===== src/rtl/fetch_requester.sv =====
// fetch_requester: initiator side of the CPU memory interface.
// Issues instruction fetches from the program counter, holds mem_op/mem_addr
// stable across the synchronous RAM read latency, captures the returned word
// and offers it to decode through a valid/ready handshake. Redirects from
// execute (branch/jump targets) reload the PC and abandon any in-flight or
// pending instruction.
module fetch_requester #(
  parameter logic [31:0] RESET_PC     = 32'h0000_0000,
  parameter int unsigned READ_LATENCY = 2,      // legal range 1..15
  parameter logic [7:0]  MEM_FETCH    = 8'd1,
  parameter logic [7:0]  MEM_NOP      = 8'd0
) (
  input  logic        clk,
  input  logic        rst,
  output logic [31:0] mem_addr,
  output logic [7:0]  mem_op,
  output logic [31:0] mem_data_in,
  input  logic [31:0] mem_data_out,
  input  logic        redirect_valid,
  input  logic [31:0] redirect_target,
  output logic [31:0] instr,
  output logic [31:0] instr_pc,
  output logic        instr_valid,
  input  logic        instr_ready
);

  typedef enum logic [1:0] {
    ST_IDLE,   // one cycle after reset release before the first request
    ST_REQ,    // request on the bus, counting out the read latency
    ST_VALID   // instruction offered to decode, bus idle
  } state_t;

  // Counter value on the edge where the returned word is valid.
  localparam logic [3:0]  LAST_CNT = 4'(READ_LATENCY - 1);
  // Instructions are word aligned; the two low PC bits are always zero.
  localparam logic [31:0] ALIGN_MASK = ~32'h0000_0003;

  state_t      state, state_nxt;
  logic [31:0] pc, pc_nxt;
  logic [3:0]  cnt, cnt_nxt;
  logic [31:0] mem_addr_nxt;
  logic [7:0]  mem_op_nxt;
  logic [31:0] instr_nxt;
  logic [31:0] instr_pc_nxt;
  logic        instr_valid_nxt;

  logic [31:0] target_aligned;
  logic        last_beat;
  logic        handshake;

  // Fetch-only requester: never writes memory.
  assign mem_data_in    = 32'd0;

  assign target_aligned = redirect_target & ALIGN_MASK;
  assign last_beat      = (cnt == LAST_CNT);
  assign handshake      = instr_valid & instr_ready;

  // State and every output register; reset is asynchronous and immediate.
  always_ff @(posedge clk or posedge rst) begin
    if (rst) begin
      state       <= ST_IDLE;
      pc          <= RESET_PC & ALIGN_MASK;
      cnt         <= 4'd0;
      mem_addr    <= 32'd0;
      mem_op      <= MEM_NOP;
      instr       <= 32'd0;
      instr_pc    <= 32'd0;
      instr_valid <= 1'b0;
    end else begin
      // NOTE: non-blocking assignments so every register samples the values
      // from before this edge, independent of statement order.
      state       <= state_nxt;
      pc          <= pc_nxt;
      cnt         <= cnt_nxt;
      mem_addr    <= mem_addr_nxt;
      mem_op      <= mem_op_nxt;
      instr       <= instr_nxt;
      instr_pc    <= instr_pc_nxt;
      instr_valid <= instr_valid_nxt;
    end
  end

  // Next-state and next-output logic; redirect outranks every other event.
  always_comb begin
    // NOTE: every signal gets a hold-value default first, so no path through
    // the case statement can leave one unassigned and infer a latch.
    state_nxt       = state;
    pc_nxt          = pc;
    cnt_nxt         = cnt;
    mem_addr_nxt    = mem_addr;
    mem_op_nxt      = mem_op;
    instr_nxt       = instr;
    instr_pc_nxt    = instr_pc;
    instr_valid_nxt = instr_valid;

    unique case (state)
      ST_IDLE: begin
        // A redirect arriving here replaces the reset PC for the first fetch.
        state_nxt  = ST_REQ;
        mem_op_nxt = MEM_FETCH;
        cnt_nxt    = 4'd0;
        if (redirect_valid) begin
          pc_nxt       = target_aligned;
          mem_addr_nxt = target_aligned;
        end else begin
          mem_addr_nxt = pc;
        end
      end

      ST_REQ: begin
        if (redirect_valid) begin
          // Abandon the in-flight read and restart the latency count at
          // the new address; mem_op remains MEM_FETCH.
          pc_nxt       = target_aligned;
          mem_addr_nxt = target_aligned;
          cnt_nxt      = 4'd0;
        end else if (last_beat) begin
          // Read data is valid on this edge: capture it and free the bus.
          instr_nxt       = mem_data_out;
          instr_pc_nxt    = pc;
          instr_valid_nxt = 1'b1;
          pc_nxt          = pc + 32'd4;   // modulo 2^32, wraps silently
          mem_op_nxt      = MEM_NOP;
          cnt_nxt         = 4'd0;
          state_nxt       = ST_VALID;
        end else begin
          cnt_nxt = cnt + 4'd1;
        end
      end

      ST_VALID: begin
        if (redirect_valid) begin
          // The offered instruction is dropped even if decode accepts it
          // on this same edge.
          instr_valid_nxt = 1'b0;
          pc_nxt          = target_aligned;
          mem_addr_nxt    = target_aligned;
          mem_op_nxt      = MEM_FETCH;
          cnt_nxt         = 4'd0;
          state_nxt       = ST_REQ;
        end else if (handshake) begin
          instr_valid_nxt = 1'b0;
          mem_addr_nxt    = pc;
          mem_op_nxt      = MEM_FETCH;
          cnt_nxt         = 4'd0;
          state_nxt       = ST_REQ;
        end
      end

      default: begin
        state_nxt = ST_IDLE;
      end
    endcase
  end

endmodule


===== config.mk =====
export PLATFORM = sky130hd
export DESIGN_NAME = fetch_requester
export DESIGN_NICKNAME = d
export VERILOG_FILES = /design/src/rtl/fetch_requester.sv
export SDC_FILE = /design/constraint.sdc
export NUM_CORES = 1
export LEC_CHECK = 0
export BUFFER_PORTS_ARGS = -buffer_cell sky130_fd_sc_hd__buf_2
export CAP_MARGIN = 20
export CORE_UTILIZATION = 39
export CTS_BUF_LIST = sky130_fd_sc_hd__clkbuf_4 sky130_fd_sc_hd__clkbuf_8
export CTS_CLUSTER_DIAMETER = 200
export CTS_CLUSTER_SIZE = 24
export DETAILED_ROUTE_END_ITERATION = 8
export MAX_ROUTING_LAYER = met4
export PLACE_DENSITY = 0.69
export SYNTH_ARGS = -nofsm -noshare
export SYNTH_HDL_FRONTEND = slang
export SYNTH_SLANG_ARGS = --single-unit

===== constraint.sdc =====
create_clock -name clk -period 6.3 [get_ports clk]
set_clock_uncertainty 0.2 [all_clocks]
set_input_delay 1.575 -clock clk [delete_from_list [all_inputs] [get_ports clk]]
set_output_delay 1.575 -clock clk [all_outputs]
set_load 0.02 [all_outputs]

After elaboration in Yosys (flattened, before gate mapping)
Index checks and enable logic that the tools add are counted.
{"block": "word_totals", "regBits": 143, "input_bits": 68, "out_inout_bits": 137, "elab_cells": 60}
{"block": "op_classes", "add_sub_neg": 2, "eq_ne": 8, "n_mux": 28, "bitwise": 2, "n_reduce_logical": 12}
{"op": "two-way mux 32 bit", "count": 6}
{"op": "case mux 32 bit (3 select lines)", "count": 1}
{"op": "case mux 32 bit (2 select lines)", "count": 1}
{"op": "adder 32 x 3 -> 32 bit, second input constant", "count": 1}
{"op": "two-way mux 8 bit", "count": 4}
{"op": "case mux 8 bit (3 select lines)", "count": 1}
{"op": "two-way mux 4 bit", "count": 4}
{"op": "case mux 4 bit (3 select lines)", "count": 1}
{"op": "AND reduction 3 bit", "count": 3}
{"op": "two-way mux 2 bit", "count": 4}
{"op": "AND reduction 4 bit", "count": 2}
{"op": "!= test 2 bit, second input constant", "count": 3}
{"op": "!= test 3 bit, second input constant", "count": 2}
{"op": "case mux 2 bit (3 select lines)", "count": 1}
{"op": "adder 4 x 1 -> 4 bit, second input constant", "count": 1}
{"op": "equality test 4 x 1 -> 1 bit, second input constant", "count": 1}
{"op": "two-way mux 1 bit", "count": 4}
{"op": "AND reduction 2 bit", "count": 2}
{"op": "nonzero test 2 bit", "count": 2}
{"op": "nonzero test 3 bit", "count": 1}
{"op": "equality test 2 x 1 -> 1 bit, second input constant", "count": 1}
{"op": "equality test 2 bit, second input constant", "count": 1}
{"op": "logical NOT 2 bit", "count": 1}
{"op": "case mux 1 bit (2 select lines)", "count": 1}
{"op": "other kinds (3)", "count": 3}

Depth between registers and ports, before layout
Gate-level depths: netlist of the first run.
{"block": "logic_depth", "depth_word": 4, "depth_mapped": 9, "depth_no_buf": 6}

Least setup slack after synthesis of the first run
No wires, ideal clock.
{"block": "synth_path", "kind": "input -> register", "startpoint": "input port redirect_valid", "endpoint": "register instr_pc[10]", "setup_ns": 0.125, "arrival_ns": 2.692, "required_time_ns": 5.975, "setup_slack_ns": 3.283, "stages": 6, "path_buffers": 2, "cell_sequence": "nand2b_1 > nor2_1 > nand3_1 > buf_2 > buf_2 > mux2_2"}
{"block": "synth_between", "elab_chain_cells": 2}
{"item": "start: declaration", "line": "19", "rtl": "input logic redirect_valid,"}
{"item": "NOT 1 bit (no source line)"}
{"item": "AND reduction 3 bit (no source line)"}
{"item": "end signal: assignment", "line": "78", "rtl": "instr_pc <= instr_pc_nxt;"}
{"item": "end: declaration", "line": "22", "rtl": "output logic [31:0] instr_pc,"}
No other way between the ends.
A chain may end at the register's enable or synchronous reset.

Final worst setup path of the first run
{"block": "layout_path", "startpoint": "input port redirect_valid", "endpoint": "register mem_addr[1]"}
{"block": "layout_between", "elab_chain_cells": 2, "elab_cells_between_ends": 6, "classes_between": "eq/ne (2); mux (3); reduce/logical (1)"}
{"item": "!= test 3 bit (no source line), or another cell as far along"}
{"item": "AND reduction 3 bit (no source line) / case mux 32 bit (3 select lines) (equally long branches)"}
{"item": "end signal: assignment", "line": "75", "rtl": "mem_addr <= mem_addr_nxt;"}
{"item": "end: declaration", "line": "15", "rtl": "output logic [31:0] mem_addr,"}
Several ways; a longest one is shown, not always the timed one.

==> results.py, run 1 <==
metrics = {
    "placement": {
        "preCtsSetupSlack_ps": 1920,
        "dpl_cell_area_um2": 7570,
        "place_congestion": 0.785,
        "io_buffers": 163,
        "dp_hpwl_mm": 10.9,
    },
    "routing": {
        "first_pass_iters": 4,
        "viasPerCell": 5.21,
        "ant_nets": 0,
        "routed_wl_mm": 16.3,
        "wl_met1_mm": 7.54,
        "drtIter0Drc": 300,
        "wl_per_cell_um": 16.3,
        "routed-wl-met2_mm": 7.60,
        "num_vias": 5235,
        "route.top_layer_used": "met4",
        "met3_length_um": 919,
        "drc": 0,
    },
    "clocking": {
        "ctsHoldBuffers": 0,
        "post_cts_buffers": 0,
        "ctsRootBufferMaster": "clkbuf_8",
        "clk_pin_slew_ps": 80,
        "cts_buffers": 17,
        "cts_tree": "yes",
        "cts_resized": 0,
        "clk-insertion-delay-late_ps": 450,
        "cts_buffer_depth": 2,
        "cts_htree_levels": 4,
        "cts.sinks": 136,
    },
    "sta": {
        "relSlewSlack_pct": 27.8,
        "setup_viol": 0,
        "finalHoldViolCount": 0,
        "min_period_ps": 3680,
        "worst_slew_pin_slew_ps": 1080,
        "rsz0062_at_grt": "no",
        "fmax_mhz": 272,
        "finalWorstSetupSlack_ps": 2620,
        "maxSlewViolCount": 0,
        "whs_ps": 292,
        "fin_crit_sh_pct": 58.4,
        "tns_ps": 0,
    },
    "floorplanning": {
        "coreArea_um2": 16800,
        "rows": 47,
        "ios": 205,
        "die_area_um2": 17900,
        "initial_utilization_pct": 40.5,
        "die_w_um": 134,
        "die_y_um": 134,
    },
    "setup_path": {
        "critPathRequiredTime_ps": 6470,
        "r2r_end": "instr_pc[26]$_DFFE_PP0P_",
        "critPathSlowestCell": "a22oi_2",
        "worstPathArrival_ps": 3840,
        "r2r_cells": 5,
        "cp_num_buf_inv": 2,
        "crit_family": "compound AO/OA/AOI/OAI gates",
        "path_cells": "buf_2 -> nand2b_1 -> a22oi_2 -> buf_12 -> nand3_1 -> o21ai_0",
        "crit_end": "mem_addr[1]$_DFFE_PP0P_",
        "rr_startpoint": "state[0]$_DFFE_PP0P_",
        "reg2reg_slack_ps": 3480,
        "worstSetupPathType": "primary input to flip-flop",
        "critical_path.max_fanout": 48,
        "path_depth": 6,
        "worstSetupEndpointType": "flip-flop",
        "cp-start-kind": "primary input",
        "startpoint": "redirect_valid",
        "critPathMaxStageDelay_ps": 760,
    },
    "logic_synthesis": {
        "yosys.area.top_type": "dfrtp_1",
        "synth_cell_type_count": 66,
        "synth_flop_cell": "dfrtp_1",
        "synth-edff-count": 0,
        "synthTopCellsByArea": "dfrtp_1 50%, mux2_2 11%, mux2i_1 4.6%",
        "synth_cells": 631,
        "synthArstFlopShare_pct": 100,
        "syn-cell-area_um2": 6790,
        "synth.top_cell.area_share_pct": 50.1,
        "yosys_register_bits": 136,
        "yosysWarnings": 0,
        "avgSynthCellArea_um2": 10.8,
        "ys_seq_area_share_pct": 50.1,
    },
    "pwr": {
        "leakagePower_nw": 3.64,
        "ir_worst_vdd_mv": 0.221,
        "total_power_w": 0.00419,
        "power_density_nw_per_um2": 520,
    },
    "global_routing": {
        "antenna_found_initial": 1,
        "grt_overflow": 0,
        "grt_max_degree": 96,
        "grt_pass1_wl_mm": 26.7,
        "grt_pass1_vias": 5086,
        "grt_usage_pct": 19.5,
    },
    "layout": {
        "area_growth_pct": 18.7,
        "drive_above_1_share_pct": 35.8,
        "fin_nets": 841,
        "fin_area_um2": 8060,
    },
    "run": {
        "cap_violations": 0,
    },
    "hold_path": {
        "hold_class": "flip-flop to flip-flop",
    },
    "status": {
        "status": "complete, no violations",
    },
}
[cell usage after synthesis (all sizes together) (5+ instances only)]
library cell / count
nor4: 8
buf: 68
nor2: 50
inv: 17
nand2b: 6
a21oi: 52
o21ai: 17
nand2: 28
o211ai: 8
nand3: 19
and3: 5
clkbuf: 17
and2: 5
dfrtp: 136
mux2i: 31
mux2: 64
a22oi: 5
nand4: 13
o22ai: 7
or4: 6
[worst reg2reg max path, stage by stage (launching register included)]
cell and delay, ps:
dfrtp_1 840, nand2b_1 320, nor2_1 320, nand3_4 350
buf_16 330, mux2_2 350
[where the power goes]
part | switching, W | internal (W)
Clock | 0.000349 | 0.000480
Combinational | 0.00103 | 0.000692
Sequential | 0.000365 | 0.00127
Total | 0.00175 | 0.00244
[cells in the final DEF (no fill, tap or decap), drive strengths merged, types with 3 or more instances in the layout]
cell type / n
ha: 3
mux2i: 31
clkinvlp: 3
nand4b: 3
buf: 167
or4: 6
nand2b: 6
a31oi: 4
nor2: 50
o211ai: 8
nand3: 19
nor3b: 3
conb: 39
clkbuf: 22
and4: 4
nor3: 4
o21ai: 17
a22oi: 5
nand2: 28
o22ai: 7
inv: 18
nor4: 8
nand4: 13
mux2: 64
a21oi: 52
dfrtp: 136
a211oi: 4
o31a: 3
and2: 5
bufinv: 4
or3: 4
a311oi: 4
a2bb2oi: 4
and3: 5
a32oi: 3
[per-stage QoR]
step                cells  utilization (%)
finish               1004             48.1
global route         1004             48.1
CTS                  1002             47.9
detailed placement    970             45.2
global placement      970             45.2
floorplan             669                -
[sequential cells by signal, indices dropped and copies added, names as in the netlist]
register / cells
mem_op: 1
instr_valid: 1
state: 2
mem_addr: 32
instr: 32
instr_pc: 32
pc: 32
cnt: 4
[layout make-up]
| cell class | count | area, um2 |
|---|---|---|
| fillers | 1600 | 8700 |
| flip-flops and latches | 136 | 3400 |
| multi-input cells | 431 | 2970 |
| repair buffers | 167 | 878 |
| clock buffers | 22 | 297 |
| well taps | 220 | 275 |
| clock inverters | 10 | 165 |
| inverters | 17 | 68.8 |
| diodes | 1 | 2.50 |
[routing by layer]
metal / vias to the layer above / track usage (%)
met5: - / -
met4: 0 / 7.13
met3: 18 / 4.38
met2: 176 / 28.8
met1: 2564 / 26.3
li1: 2477 / -
[cells by family (layout without fill, tap and decap cells)]
group | Yosys count | after routing | share of synthesized area, %
fa+ha+maj | 3 | 3 | 0.553
mux | 95 | 95 | 15.2
other cells | 1 | 40 | 0.0552
buf+inv | 102 | 216 | 8.42
simple gates | 162 | 162 | 12.9
flops | 136 | 136 | 50.1
compound gates | 132 | 132 | 12.7
[worst min-delay path by stage]
stage | from | to | slack, ps | depth (start not counted)
after floorplan | pc[0]$_DFFE_PP0P_ | pc[0]$_DFFE_PP0P_ | 270 | 1
after global placement | mem_op[0]$_DFFE_PP0P_ | mem_op[0]$_DFFE_PP0P_ | 270 | 1
after detailed placement | mem_op[0]$_DFFE_PP0P_ | mem_op[0]$_DFFE_PP0P_ | 280 | 1
after CTS | mem_op[0]$_DFFE_PP0P_ | mem_op[0]$_DFFE_PP0P_ | 300 | 1
after global routing | instr[31]$_DFFE_PP0P_ | instr[31]$_DFFE_PP0P_ | 320 | 1
final | mem_op[0]$_DFFE_PP0P_ | mem_op[0]$_DFFE_PP0P_ | 290 | 1
No activity file was read; power rests on OpenSTA's default activity.
==> run 2: changes to the inputs <==
--- a/config.mk
+++ b/config.mk
@@ -5,6 +5,7 @@
 export SDC_FILE = /design/constraint.sdc
 export NUM_CORES = 1
 export LEC_CHECK = 0
+export ABC_AREA = 1
 export BUFFER_PORTS_ARGS = -buffer_cell sky130_fd_sc_hd__buf_2
 export CAP_MARGIN = 20
 export CORE_UTILIZATION = 39
==> constraint.sdc (replaced) <==
create_clock -name clk -period 3.6 [get_ports clk]
set_clock_uncertainty 0.2 [all_clocks]
set_input_delay 0.9 -clock clk [delete_from_list [all_inputs] [get_ports clk]]
set_output_delay 0.9 -clock clk [all_outputs]
set_load 0.02 [all_outputs]
==> run 2 against run 1 <==
- flip-flop and latch count unchanged
- largest power group unchanged
- utilization down 0.72 points
- clock power up 80%
- register-to-register slack worse by 2100 ps
- wire length up 23%
- sequential power up 68%
==> results.py, run 2 <==
metrics = {
    "layout": {
        "fin_cells": 1361,
        "post-route-util_pct": 47.4,
        "fin_nets": 1188,
        "drive_above_1_share_pct": 20.1,
        "area_growth_pct": 18.8,
        "final_cell_mix": "324 x nand2_1, 163 x buf_2, 136 x dfrtp_1, 123 x nor2_1, 63 x inv_1",
        "layout_commonest_cell": "nand2_1",
        "fillCellCount": 1847,
    },
    "sta": {
        "fmax_mhz": 439,
        "setup_viol": 0,
        "whs_ps": 277,
        "maxSlewViolCount": 0,
        "tns_ps": 0,
        "finalHoldViolCount": 0,
        "fin_crit_sh_pct": 63.3,
        "finalWorstSetupSlack_ps": 1320,
        "worst_slew_pin_slew_ps": 538,
        "relSlewSlack_pct": 63.9,
        "min_period_ps": 2280,
        "rsz0062_at_grt": "no",
    },
    "setup_path": {
        "worstSetupPathType": "primary input to flip-flop",
        "critPathMaxStageDelay_ps": 510,
        "crit_family": "buffers and inverters",
        "rr_startpoint": "state[0]$_DFFE_PP0P_",
        "cp_num_buf_inv": 2,
        "critPathSlowestCell": "buf_4",
        "r2r_cells": 7,
        "reg2reg_slack_ps": 1390,
        "worstSetupEndpointType": "flip-flop",
        "path_cells": "buf_2 -> buf_4 -> nor2_1 -> a22oi_1 -> a21oi_1",
        "cp-start-kind": "primary input",
        "critical_path.max_fanout": 49,
        "critPathRequiredTime_ps": 3730,
        "worstPathArrival_ps": 2410,
        "r2r_end": "mem_addr[12]$_DFFE_PP0P_",
    },
    "routing": {
        "routed_wl_mm": 20.1,
        "met3_length_mm": 1.35,
        "routed-wl-met2_mm": 8.61,
        "ant_nets": 0,
        "first_pass_iters": 6,
        "route.top_layer_used": "met4",
        "drtIter0Drc": 527,
        "wl_per_cell_um": 14.7,
        "wl_met1_mm": 9.62,
        "num_vias": 6658,
        "drc": 0,
        "viasPerCell": 4.89,
    },
    "hold_path": {
        "hold_path.startpoint": "instr[3]$_DFFE_PP0P_",
        "hold_class": "flip-flop to flip-flop",
        "worst_hold_path.num_cells": 2,
        "hold_end": "instr[3]$_DFFE_PP0P_",
    },
    "logic_synthesis": {
        "yosys_register_bits": 136,
        "synthTopCellsByArea": "dfrtp_1 47%, nand2_1 17%, nor2_1 6.4%",
        "syn-cell-area_um2": 7190,
        "ys_seq_area_share_pct": 47.4,
        "synth_cell_type_count": 33,
        "synth_cells": 968,
        "avgSynthCellArea_um2": 7.42,
        "ys_top_cells_by_count": "325 x nand2_1, 136 x dfrtp_1, 123 x nor2_1",
        "yosysWarnings": 0,
        "yosys.area.top_type": "dfrtp_1",
        "synth_most_common_cell": "nand2_1",
        "synthArstFlopShare_pct": 100,
        "synth_flop_cell": "dfrtp_1",
        "synth-edff-count": 0,
        "synth.top_cell.area_share_pct": 47.4,
    },
    "pwr": {
        "pwr-share-seq_pct": 35.0,
        "power.internal_w": 0.00420,
        "p_switching_w": 0.00361,
        "comb_power_share_pct": 45.9,
        "clkPwrFrac_pct": 19.0,
        "leakagePower_nw": 4.48,
        "power.share.switching_pct": 46.3,
        "ir_worst_vdd_mv": 0.342,
        "power_density_nw_per_um2": 915,
    },
    "global_routing": {
        "grt_max_degree": 85,
        "grt_overflow": 0,
        "grt_usage_pct": 22.5,
        "antenna_found_initial": 2,
        "grt_pass1_wl_mm": 31.2,
        "grt_pass1_vias": 5894,
    },
    "clocking": {
        "cts.sinks": 136,
        "clk-insertion-delay-late_ps": 460,
        "clk_pin_slew_ps": 80,
        "cts_resized": 0,
        "cts_tree": "yes",
        "ctsRootBufferMaster": "clkbuf_8",
        "post_cts_buffers": 0,
        "cts_buffers": 17,
        "cts_htree_levels": 4,
        "cts_buffer_depth": 2,
        "ctsHoldBuffers": 0,
    },
    "floorplanning": {
        "die_w_um": 138,
        "initial_utilization_pct": 39.9,
        "die_area_um2": 19000,
        "die_y_um": 138,
        "rows": 49,
        "coreArea_um2": 18000,
        "ios": 205,
    },
    "placement": {
        "preCtsSetupSlack_ps": 914,
        "place_congestion": 0.941,
        "dp_cells": 1327,
        "dp_hpwl_mm": 14.5,
        "io_buffers": 163,
    },
    "run": {
        "cap_violations": 0,
    },
    "status": {
        "status": "complete, no violations",
    },
}
## run 2: stage by stage
step,power (W),area [um2]
floorplan,0.00518,7330
global placement,0.00627,8060
CTS,0.00785,8530
global route,0.00844,8540
finish,0.00781,8540
detailed placement,0.00634,8060
## run 2: final cells by class
type                    count  area (um2)  area share (%)
diodes                      2        5.00          0.0586
clock buffers              18         248            2.90
clock inverters            14         221            2.59
inverters                  68         259            3.03
multi-input cells         717        3140            36.8
flip-flops and latches    136        3400            39.9
well taps                 229         287            3.36
repair buffers            177         971            11.4
## run 2: how the worst max path moves through the flow
| stage | from | to | slack [ps] | depth (start not counted) |
|---|---|---|---|---|
| final | redirect_valid | mem_addr[12]$_DFFE_PP0P_ | 1320 | 5 |
| after global routing | redirect_valid | mem_addr[12]$_DFFE_PP0P_ | 1270 | 5 |
| after CTS | redirect_valid | mem_addr[12]$_DFFE_PP0P_ | 1410 | 5 |
| after detailed placement | redirect_valid | mem_addr[12]$_DFFE_PP0P_ | 910 | 5 |
| after global placement | redirect_valid | mem_addr[12]$_DFFE_PP0P_ | 920 | 5 |
| after floorplan | rst | cnt[0]$_DFFE_PP0P_ | 810 | 1 |
## run 2: cell families after synthesis
group	after synthesis	share of synthesized area, %
other	1	0.0522
AND/OR/NAND/NOR	518	29.2
AO/OA/AOI/OAI	157	11.9
adder cells (fa/ha/maj)	3	0.522
flip-flops	136	47.4
buffers and inverters	153	11.0
## run 2: power groups by stage
| stage | Sequential [W] | Combinational, W | Clock, W |
|---|---|---|---|
| floorplan | 0.00329 | 0.00189 | 0 |
| global placement | 0.00273 | 0.00354 | 0 |
| detailed placement | 0.00275 | 0.00359 | 0 |
| CTS | 0.00273 | 0.00360 | 0.00152 |
| global route | 0.00283 | 0.00402 | 0.00159 |
| finish | 0.00274 | 0.00359 | 0.00149 |
## run 2: routing by layer
| layer | GRT usage [%] | vias to the layer above |
|---|---|---|
| li1 | - | 3324 |
| met3 | 4.42 | 32 |
| met2 | 31.2 | 255 |
| met4 | 8.70 | 0 |
| met5 | - | - |
| met1 | 32.1 | 3047 |
## run 2: worst min-delay path, delay by kind of cell, from the launching register on
kind             cells  cell delay [ps]
DFF                  1              340
and+or+nand+nor      2              100
==> run 3: changes to the inputs <==
==> constraint.sdc (replaced) <==
create_clock -name clk -period 2.2 [get_ports clk]
set_clock_uncertainty 0.2 [all_clocks]
set_input_delay 0.55 -clock clk [delete_from_list [all_inputs] [get_ports clk]]
set_output_delay 0.55 -clock clk [all_outputs]
set_load 0.02 [all_outputs]
==> run 3 against run 2 <==
- sequential power is 64% higher
- critical path depth up 5
- first-iteration DRC count grew 8.0%
- largest power group unchanged
- highest routed layer unchanged
==> results.py, run 3 (synthesis gave the netlist of run 2 again) <==
metrics = {
    "pwr": {
        "pwr-share-seq_pct": 35.1,
        "ir_worst_vdd_mv": 0.606,
        "leakagePower_nw": 4.52,
        "comb_power_share_pct": 47.0,
        "power.share.switching_pct": 47.0,
        "p_switching_w": 0.00600,
        "power.internal_w": 0.00678,
        "power_density_nw_per_um2": 1480,
        "clkPwrFrac_pct": 17.9,
    },
    "global_routing": {
        "grt_max_degree": 91,
        "grt_pass1_vias": 5984,
        "grt_usage_pct": 22.9,
        "grt_pass1_wl_mm": 31.9,
        "antenna_found_initial": 1,
        "grt_overflow": 0,
    },
    "routing": {
        "num_vias": 6731,
        "first_pass_iters": 5,
        "ant_nets": 0,
        "drc": 0,
        "drtIter0Drc": 569,
        "routed_wl_mm": 20.4,
        "viasPerCell": 4.92,
        "wl_per_cell_um": 14.9,
    },
    "clocking": {
        "cts_htree_levels": 4,
        "post_cts_buffers": 0,
        "cts_buffer_depth": 2,
        "ctsRootBufferMaster": "clkbuf_8",
        "clk_pin_slew_ps": 90,
        "clk-insertion-delay-late_ps": 470,
        "cts_tree": "yes",
        "cts.sinks": 136,
        "cts_buffers": 17,
    },
    "setup_path": {
        "r2r_cells": 10,
        "worstSetupPathType": "flip-flop to flip-flop",
        "r2r_end": "pc[28]$_DFFE_PP0P_",
        "crit_end": "pc[28]$_DFFE_PP0P_",
        "cp-start-kind": "flip-flop",
        "rr_startpoint": "pc[2]$_DFFE_PP0P_",
        "startpoint": "pc[2]$_DFFE_PP0P_",
        "reg2reg_slack_ps": 210,
        "worstSetupEndpointType": "flip-flop",
        "critPathRequiredTime_ps": 2370,
        "critical_path.max_fanout": 5,
        "worstPathArrival_ps": 2160,
    },
    "sta": {
        "tns_ps": 0,
        "whs_ps": 62.9,
        "finalHoldViolCount": 0,
        "fmax_mhz": 503,
        "rsz0062_at_grt": "no",
        "fin_crit_sh_pct": 90.4,
        "relSlewSlack_pct": 63.1,
        "min_period_ps": 1990,
        "worst_slew_pin_slew_ps": 553,
        "setup_viol": 0,
        "maxSlewViolCount": 0,
    },
    "placement": {
        "place_congestion": 0.948,
        "io_buffers": 163,
        "dp_hpwl_mm": 14.9,
    },
    "hold_path": {
        "hold_path.startpoint": "mem_data_out[28]",
        "worst_hold_path.num_cells": 3,
        "hold_class": "primary input to flip-flop",
    },
    "layout": {
        "layout_commonest_cell": "nand2_1",
        "drive_above_1_share_pct": 20.7,
        "fin_nets": 1196,
        "fillCellCount": 1853,
        "final_cell_mix": "324 x nand2_1, 163 x buf_2, 136 x dfrtp_1, 121 x nor2_1, 63 x inv_1",
        "area_growth_pct": 19.9,
    },
    "floorplanning": {
        "die_y_um": 138,
        "ios": 205,
        "die_area_um2": 19000,
        "die_w_um": 138,
        "rows": 49,
        "initial_utilization_pct": 39.9,
        "coreArea_um2": 18000,
    },
    "status": {
        "status": "complete, no violations",
    },
    "run": {
        "cap_violations": 0,
    },
}
run 3: repair_timing:
item	4_1_cts	5_1_grt
setup endpoints to repair	0	2
resized for setup	0	2
hold buffers	1	0
endpoints found under the hold margin	46	0
run 3: through the flow:
stage                     cell area [um2]  utilization (%)  setup slack [ps]  std cells  total power [W]
after floorplan                      7330                -              -243       1006          0.00847
after global placement               8170             45.3               164       1334           0.0104
after detailed placement             8170             45.3               122       1334           0.0105
after CTS                            8610             47.8               152       1367           0.0129
after global routing                 8620             47.8              41.1       1368           0.0138
final                                8620             47.8               211       1368           0.0128
run 3: cell type report:
type                       count  area [um2]  area share, %
clock buffer                  18         248           2.87
sequential                   136        3400           39.5
multi-input combinational    717        3150           36.5
tap                          229         287           3.32
timing repair buffer         185        1080           12.6
clock inverter                14         186           2.16
inverter                      68         259           3.01
antenna                        1        2.50         0.0290
run 3: layer usage:
| layer | vias to the layer above | share of wire (%) | GRT usage (%) |
|---|---|---|---|
| met5 | - | 0 | - |
| met4 | 0 | 1.4 | 6.76 |
| met3 | 23 | 7.3 | 4.67 |
| met2 | 263 | 45 | 33.6 |
| met1 | 3111 | 47 | 31.8 |
| li1 | 3334 | - | - |
run 3: worst min path at each step:
stage / to / slack (ps)
detailed placement: instr[8]$_DFFE_PP0P_ / 260
floorplan: mem_addr[1]$_DFFE_PP0P_ / 270
global placement: instr[5]$_DFFE_PP0P_ / 260
CTS: instr[28]$_DFFE_PP0P_ / 40
finish: instr[28]$_DFFE_PP0P_ / 60
global route: instr[28]$_DFFE_PP0P_ / 50
run 3: worst max-delay path, stage by stage, from the launching register on:
cell,delay (ps)
dfrtp_1,430
ha_1,250
nand2_1,80
nor2_2,210
nand2_1,180
nor2_2,230
nand2_1,90
nand2_1,60
nand3_1,60
nand2_1,60
nand2_1,40
run 3: power by group through the flow:
| stage | sequential [W] | combinational (W) | clock (W) |
|---|---|---|---|
| 2_1_floorplan | 0.00538 | 0.00309 | 0 |
| 3_3_place_gp | 0.00448 | 0.00593 | 0 |
| 3_5_place_dp | 0.00451 | 0.00602 | 0 |
| 4_1_cts | 0.00448 | 0.00603 | 0.00235 |
| 5_1_grt | 0.00465 | 0.00670 | 0.00244 |
| 6_report | 0.00449 | 0.00601 | 0.00228 |
